## src/rtl/snake_pkg.sv

```systemverilog
// rtl/snake_pkg.sv - shared encodings and defaults for the snake direction controller
package snake_pkg;

  // Default debounce window in clk cycles
  localparam int DB_CYCLES_DEF = 250000;

  // Direction encodings; opposite directions differ only in bit 1
  localparam logic [1:0] DIR_UP    = 2'd0;
  localparam logic [1:0] DIR_RIGHT = 2'd1;
  localparam logic [1:0] DIR_DOWN  = 2'd2;
  localparam logic [1:0] DIR_LEFT  = 2'd3;

  // Game control states
  typedef enum logic [1:0] {
    ST_IDLE  = 2'd0,
    ST_RUN   = 2'd1,
    ST_PAUSE = 2'd2
  } state_t;

  // Direction that would reverse the snake onto itself
  function automatic logic [1:0] dir_opposite(input logic [1:0] d);
    return d ^ 2'b10;
  endfunction

endpackage

```

## src/rtl/snake_btn_debounce.sv

```systemverilog
// rtl/snake_btn_debounce.sv - 2-flop synchronizer, stability counter and press pulse for one button
module snake_btn_debounce #(
  parameter int DB_CYCLES = 4
) (
  input  logic clk,
  input  logic rst,
  input  logic raw,
  output logic press
);

  // Counter only needs to reach DB_CYCLES-1
  localparam int CW = (DB_CYCLES > 1) ? $clog2(DB_CYCLES) : 1;
  localparam logic [CW-1:0] CNT_LAST = CW'(DB_CYCLES - 1);

  logic          sync1;
  logic          sync2;
  logic          level;
  logic [CW-1:0] cnt;

  // Bring the asynchronous button into the clk domain
  always_ff @(posedge clk or posedge rst) begin
    if (rst) begin
      sync1 <= 1'b0;
      sync2 <= 1'b0;
    end else begin
      sync1 <= raw;
      sync2 <= sync1;
    end
  end

  // Accept a new level after DB_CYCLES consecutive differing samples; pulse on accepted rise
  always_ff @(posedge clk or posedge rst) begin
    if (rst) begin
      level <= 1'b0;
      cnt   <= '0;
      press <= 1'b0;
    end else begin
      press <= 1'b0;
      if (sync2 == level) begin
        cnt <= '0;
      end else if (cnt == CNT_LAST) begin
        level <= sync2;
        cnt   <= '0;
        press <= sync2;
      end else begin
        cnt <= cnt + 1'b1;
      end
    end
  end

endmodule

```

## src/rtl/snake_dir_ctrl.sv

```systemverilog
// rtl/snake_dir_ctrl.sv - button-driven direction/run control for the snake game; SNAKE_DIR_QUEUE_EN selects a 2-deep turn queue
module snake_dir_ctrl
  import snake_pkg::*;
#(
  parameter int         DB_CYCLES = DB_CYCLES_DEF,
  parameter logic [1:0] INIT_DIR  = DIR_RIGHT
) (
  input  logic       clk,
  input  logic       rst,
  input  logic       start,
  input  logic       l,
  input  logic       r,
  input  logic       u,
  input  logic       d,
  input  logic       h,
  input  logic       tick,
  output logic [1:0] dir,
  output logic       dir_chg,
  output logic       running,
  output logic       paused
);

`ifdef SNAKE_DIR_QUEUE_EN
  localparam int QDEPTH = 2;
`else
  localparam int QDEPTH = 1;
`endif

  logic p_start, p_h, p_u, p_r, p_d, p_l;

  snake_btn_debounce #(.DB_CYCLES(DB_CYCLES)) u_db_start (.clk(clk), .rst(rst), .raw(start), .press(p_start));
  snake_btn_debounce #(.DB_CYCLES(DB_CYCLES)) u_db_h     (.clk(clk), .rst(rst), .raw(h),     .press(p_h));
  snake_btn_debounce #(.DB_CYCLES(DB_CYCLES)) u_db_u     (.clk(clk), .rst(rst), .raw(u),     .press(p_u));
  snake_btn_debounce #(.DB_CYCLES(DB_CYCLES)) u_db_r     (.clk(clk), .rst(rst), .raw(r),     .press(p_r));
  snake_btn_debounce #(.DB_CYCLES(DB_CYCLES)) u_db_d     (.clk(clk), .rst(rst), .raw(d),     .press(p_d));
  snake_btn_debounce #(.DB_CYCLES(DB_CYCLES)) u_db_l     (.clk(clk), .rst(rst), .raw(l),     .press(p_l));

  state_t     state;
  state_t     state_nxt;

  logic [1:0] q     [QDEPTH];
  logic [1:0] q_nxt [QDEPTH];
  logic [1:0] cnt;
  logic [1:0] cnt_nxt;
  logic [1:0] dir_nxt;
  logic       chg_nxt;
  logic [1:0] ref_dir;
  logic       pv;
  logic [1:0] pdir;

  // State register
  always_ff @(posedge clk or posedge rst) begin
    if (rst) state <= ST_IDLE;
    else     state <= state_nxt;
  end

  // Next state: start always (re)starts a game and beats a simultaneous hold
  always_comb begin
    state_nxt = state;
    case (state)
      ST_IDLE:  if (p_start) state_nxt = ST_RUN;
      ST_RUN:   if (p_start) state_nxt = ST_RUN;
                else if (p_h) state_nxt = ST_PAUSE;
      ST_PAUSE: if (p_start || p_h) state_nxt = ST_RUN;
      default:  state_nxt = ST_IDLE;
    endcase
  end

  // Status outputs decoded from state
  always_comb begin
    running = (state == ST_RUN);
    paused  = (state == ST_PAUSE);
  end

  // Collapse simultaneous direction presses to one, priority u > r > d > l
  always_comb begin
    pv   = p_u | p_r | p_d | p_l;
    pdir = p_u ? DIR_UP : p_r ? DIR_RIGHT : p_d ? DIR_DOWN : DIR_LEFT;
  end

  // Turn queue: pop on tick first, then judge the press against the post-pop tail (or dir)
  always_comb begin
    q_nxt   = q;
    cnt_nxt = cnt;
    dir_nxt = dir;
    chg_nxt = 1'b0;
    ref_dir = dir;
    if (p_start) begin
      cnt_nxt = 2'd0;
      dir_nxt = INIT_DIR;
      chg_nxt = (dir != INIT_DIR);
      for (int i = 0; i < QDEPTH; i++) q_nxt[i] = 2'd0;
    end else if (state == ST_RUN) begin
      if (tick && cnt != 2'd0) begin
        dir_nxt = q[0];
        chg_nxt = 1'b1;
        for (int i = 0; i < QDEPTH - 1; i++) q_nxt[i] = q[i+1];
        cnt_nxt = cnt - 2'd1;
      end
      ref_dir = dir_nxt;
      for (int i = 0; i < QDEPTH; i++) begin
        if (int'(cnt_nxt) == i + 1) ref_dir = q_nxt[i];
      end
      if (pv && pdir != ref_dir && pdir != dir_opposite(ref_dir) && int'(cnt_nxt) < QDEPTH) begin
        for (int i = 0; i < QDEPTH; i++) begin
          if (int'(cnt_nxt) == i) q_nxt[i] = pdir;
        end
        cnt_nxt = cnt_nxt + 2'd1;
      end
    end
  end

  // Direction, change pulse and queue storage
  always_ff @(posedge clk or posedge rst) begin
    if (rst) begin
      dir     <= INIT_DIR;
      dir_chg <= 1'b0;
      cnt     <= 2'd0;
      for (int i = 0; i < QDEPTH; i++) q[i] <= 2'd0;
    end else begin
      dir     <= dir_nxt;
      dir_chg <= chg_nxt;
      cnt     <= cnt_nxt;
      for (int i = 0; i < QDEPTH; i++) q[i] <= q_nxt[i];
    end
  end

endmodule
```

## config.mk

```make
export PLATFORM = sky130hd
export DESIGN_NAME = snake_dir_ctrl
export DESIGN_NICKNAME = d
export VERILOG_FILES = /design/src/rtl/snake_pkg.sv /design/src/rtl/snake_btn_debounce.sv /design/src/rtl/snake_dir_ctrl.sv
export SDC_FILE = /design/constraint.sdc
export NUM_CORES = 1
export LEC_CHECK = 0
export BUFFER_PORTS_ARGS = -buffer_cell sky130_fd_sc_hd__buf_4
export CAP_MARGIN = 40
export CORE_UTILIZATION = 45
export DETAILED_ROUTE_END_ITERATION = 7
export PLACE_DENSITY = 0.6
export SYNTH_ARGS = -nofsm -noshare
export SYNTH_HDL_FRONTEND = slang
export SYNTH_HIERARCHICAL = 1
export SYNTH_SLANG_ARGS = --single-unit
```

## constraint.sdc

```tcl
create_clock -name clk -period 2.8 [get_ports clk]
set_input_delay 0 -clock clk [delete_from_list [all_inputs] [get_ports clk]]
set_output_delay 0 -clock clk [all_outputs]
set_load 0.05 [all_outputs]
```

==> qor.yml <==
postCtsSetupBuffers: 0
fp-row-count: 44
hp-class: "in -> reg"
place_ws_ns: 0.1203
path_class: "reg -> reg"
drive_gt1_share_pct: 14.66
timing.max_slew.rel_slack_pct: 43.50
grt_max_degree: 23
cts_buffers: 17
slew_violations: 0
peakVddDrop_uv: 425.6
fin_crit_sh_pct: 96.03
drt-total-wl_mm: 12.70
pwr-share-clk_pct: 49.9
clock_sinks: 141
dieArea_um2: 15840
p_per_area_nw_per_um2: 567.2
initial_core_util_pct: 46.78
ys_ff_latch: 141
fin_util_pct: 54.07
status: "completed"
cts_tree: "built"
drtPass1Iterations: 6
min_period_ns: 2.689
first_global_vias: 4809
worstMarginPinSlew_ns: 0.8466
finalInstanceArea_um2: 7978
dp_hpwl_mm: 8.824
seq_power_share_pct: 46.4
final-seq-area_um2: 3530
synth.distinct_cells: 41
diodes: 0
cp-start-kind: "register"
p_total_uw: 4525
p_int_uw: 3559
grt_use_total_pct: 17.77
ys_seq_area_share_pct: 51.14
via_per_inst: 5.346
synth_fp_nets: 682
pwr-share-comb_pct: 3.7
drv_cap: 0
drc: 0
synth_area_um2: 6902
root_buffer: "clkbuf_16"
fin_nets: 723
ant_nets: 0
globalplace.congestion: 0.8031
netSwitchingFraction_pct: 21.35
hold_ws_ns: 0.1373
power.switching_uw: 966.0
syn_area_per_cell_um2: 10.41
grt_pass1_wl_mm: 22.56
boundaryPins: 14
yosysWarningCount: 6
core_um2: 14750
endpoint_kind: "register"
post_drt_wl_per_cell_um: 14.11
fmax_mhz: 371.9
worstSkewPairLatency_ns: 0.42
cts.htree.levels: 4
cts_max_path_buffers: 2
leakage_uw: 0.003366
die_w_um: 125.8
placement.io_buffers: 13
antenna_found_initial: 0
skew_ns: 0.007573
placed_area_um2: 7253
die_h_um: 125.8
syn2layout_area_growth_pct: 15.59
timing.final.hold_violations: 0
overflow: 0
arrival_ns: 2.99
fin_ws_ns: 0.1111
multi_input_comb_area_um2: 3199
path_clk_slew_ns: 0.06
vias: 4811
setup_viol: 0
nFillCells: 1290
drt_iter0_markers: 296
cp.required_ns: 3.10
worst-path-max-fanout: 5
syn_inst: 663
==> area by class of cell <==
cell class / count / area share (%)
Inverter: 35 / 1.647
Tap cell: 184 / 2.886
Multi-Input combinational cell: 480 / 40.10
Timing Repair Buffer: 29 / 3.545
Clock inverter: 9 / 1.380
Sequential cell: 141 / 44.24
Clock buffer: 22 / 6.195
==> worst max-delay path, cell delays in order, from the launching register on <==
cell and delay [ns]:
dfrtp_1 0.42, inv_1 0.09, ha_1 0.24, nor2b_4 0.21, xnor2_2 0.16, inv_1 0.07, ha_1 0.22, nand3b_2 0.24
and4_1 0.20, nor2_2 0.17, mux2i_1 0.22, mux2_1 0.33
==> flip-flops by register name (all words and copies together) (netlist names), 2 cells and up <==
| name | flops |
|---|---|
| u_db_d/cnt | 18 |
| q | 2 |
| u_db_l/cnt | 18 |
| dir | 2 |
| state | 2 |
| u_db_u/cnt | 18 |
| cnt | 2 |
| u_db_h/cnt | 18 |
| u_db_r/cnt | 18 |
| u_db_start/cnt | 18 |
==> power groups by stage <==
stage	registers (µW)	clock network [µW]	logic [µW]
after global routing	2100	2400	192
after CTS	2100	2330	165
after detailed placement	2130	0	156
final	2100	2260	167
after global placement	2130	0	148
after floorplan	2130	0	107
==> cell families after synthesis <==
kind of cell    Yosys count  synth area share (%)
simple gates            329                 24.96
flops                   141                 51.14
xor+xnor                 97                 12.31
buf+inv                  42                 2.610
compound gates           33                 5.094
mux                      11                 2.067
fa+ha+maj                10                 1.813
==> worst paths after layout <==
check,slack [ns],end,depth (start not counted),startpoint
worst max-delay path,0.11,cnt[0],11,cnt[0]
worst min-delay path,0.14,dir_chg,5,tick
worst max register to register,0.11,cnt[0],11,cnt[0]
worst min register to register,0.35,u_db_u/sync2,0,u_db_u/sync1
max in group asynchronous,1.90,u_db_l/sync1,3,rst
min in group asynchronous,0.15,u_db_h/cnt[14],3,rst
==> timing repair <==
| item | in CTS | in global routing |
|---|---|---|
| gates resized for setup | 0 | 1 |
| setup endpoints to repair | 0 | 1 |
| hold endpoints to repair | 147 | 0 |
| hold buffers | 7 | 0 |
==> through the flow <==
stage / TNS, ns / std cells
detailed placement: 0 / 860
finish: 0 / 900
global placement: 0 / 859
global route: -0.02958 / 900
floorplan: 0 / 663
CTS: 0 / 898
==> layout by cell type, fill, tap and decap left out, types with 7 or more instances in the layout <==
cell type      instances
dlygate4sd3_1          7
xnor2_1               66
buf_4                 19
nand2b_1               8
or3_1                  7
ha_1                  10
nand4_1               30
clkbuf_16             17
inv_1                 34
nand2_1               27
nor2_1               125
a21oi_1               13
nand3_1               36
nor4_1                30
or4_1                 12
xor2_1                30
or2_2                 12
or4_4                 12
nor3_1                12
dfrtp_1              140
==> cell usage after synthesis <==
cell type,number,area share (%)
o21ai_0,1,0.072
nor3_1,12,0.87
or4_4,12,2.0
inv_1,34,1.8
o211ai_2,1,0.18
o22ai_1,1,0.091
xor2_1,30,3.8
a211oi_4,1,0.29
and4_1,1,0.13
or4_1,12,1.3
xnor2_1,67,8.5
or2_2,12,1.1
clkbuf_1,1,0.054
nor3b_1,6,0.65
o41ai_4,6,2.4
nor2_2,1,0.091
mux2i_1,3,0.44
nand3_1,36,2.6
nand3b_2,1,0.16
or3_1,7,0.63
and3_2,6,0.65
dfstp_2,1,0.38
a21oi_2,1,0.13
nor4_1,30,2.7
nor2b_1,2,0.18
a31oi_1,1,0.091
nor2b_4,1,0.20
nor2_1,125,6.8
a21oi_1,13,0.94
o31ai_1,6,0.65
a211o_1,1,0.13
o21ai_2,1,0.13
buf_4,6,0.65
mux2_4,6,1.3
inv_2,1,0.054
nand4_1,30,2.7
dfrtp_1,140,51
mux2_1,2,0.33
nand2_1,27,1.5
ha_1,10,1.8
nand2b_1,8,0.73
==> metal layers <==
metal / vias to the layer above / track usage (%) / wire (µm)
met5: - / 0 / 0
met4: 0 / 6.662 / 157
met3: 9 / 4.376 / 297
met2: 43 / 28.82 / 6122
met1: 2387 / 23.14 / 6123
li1: 2372 / - / -
Power figures use the tool's default switching activity.
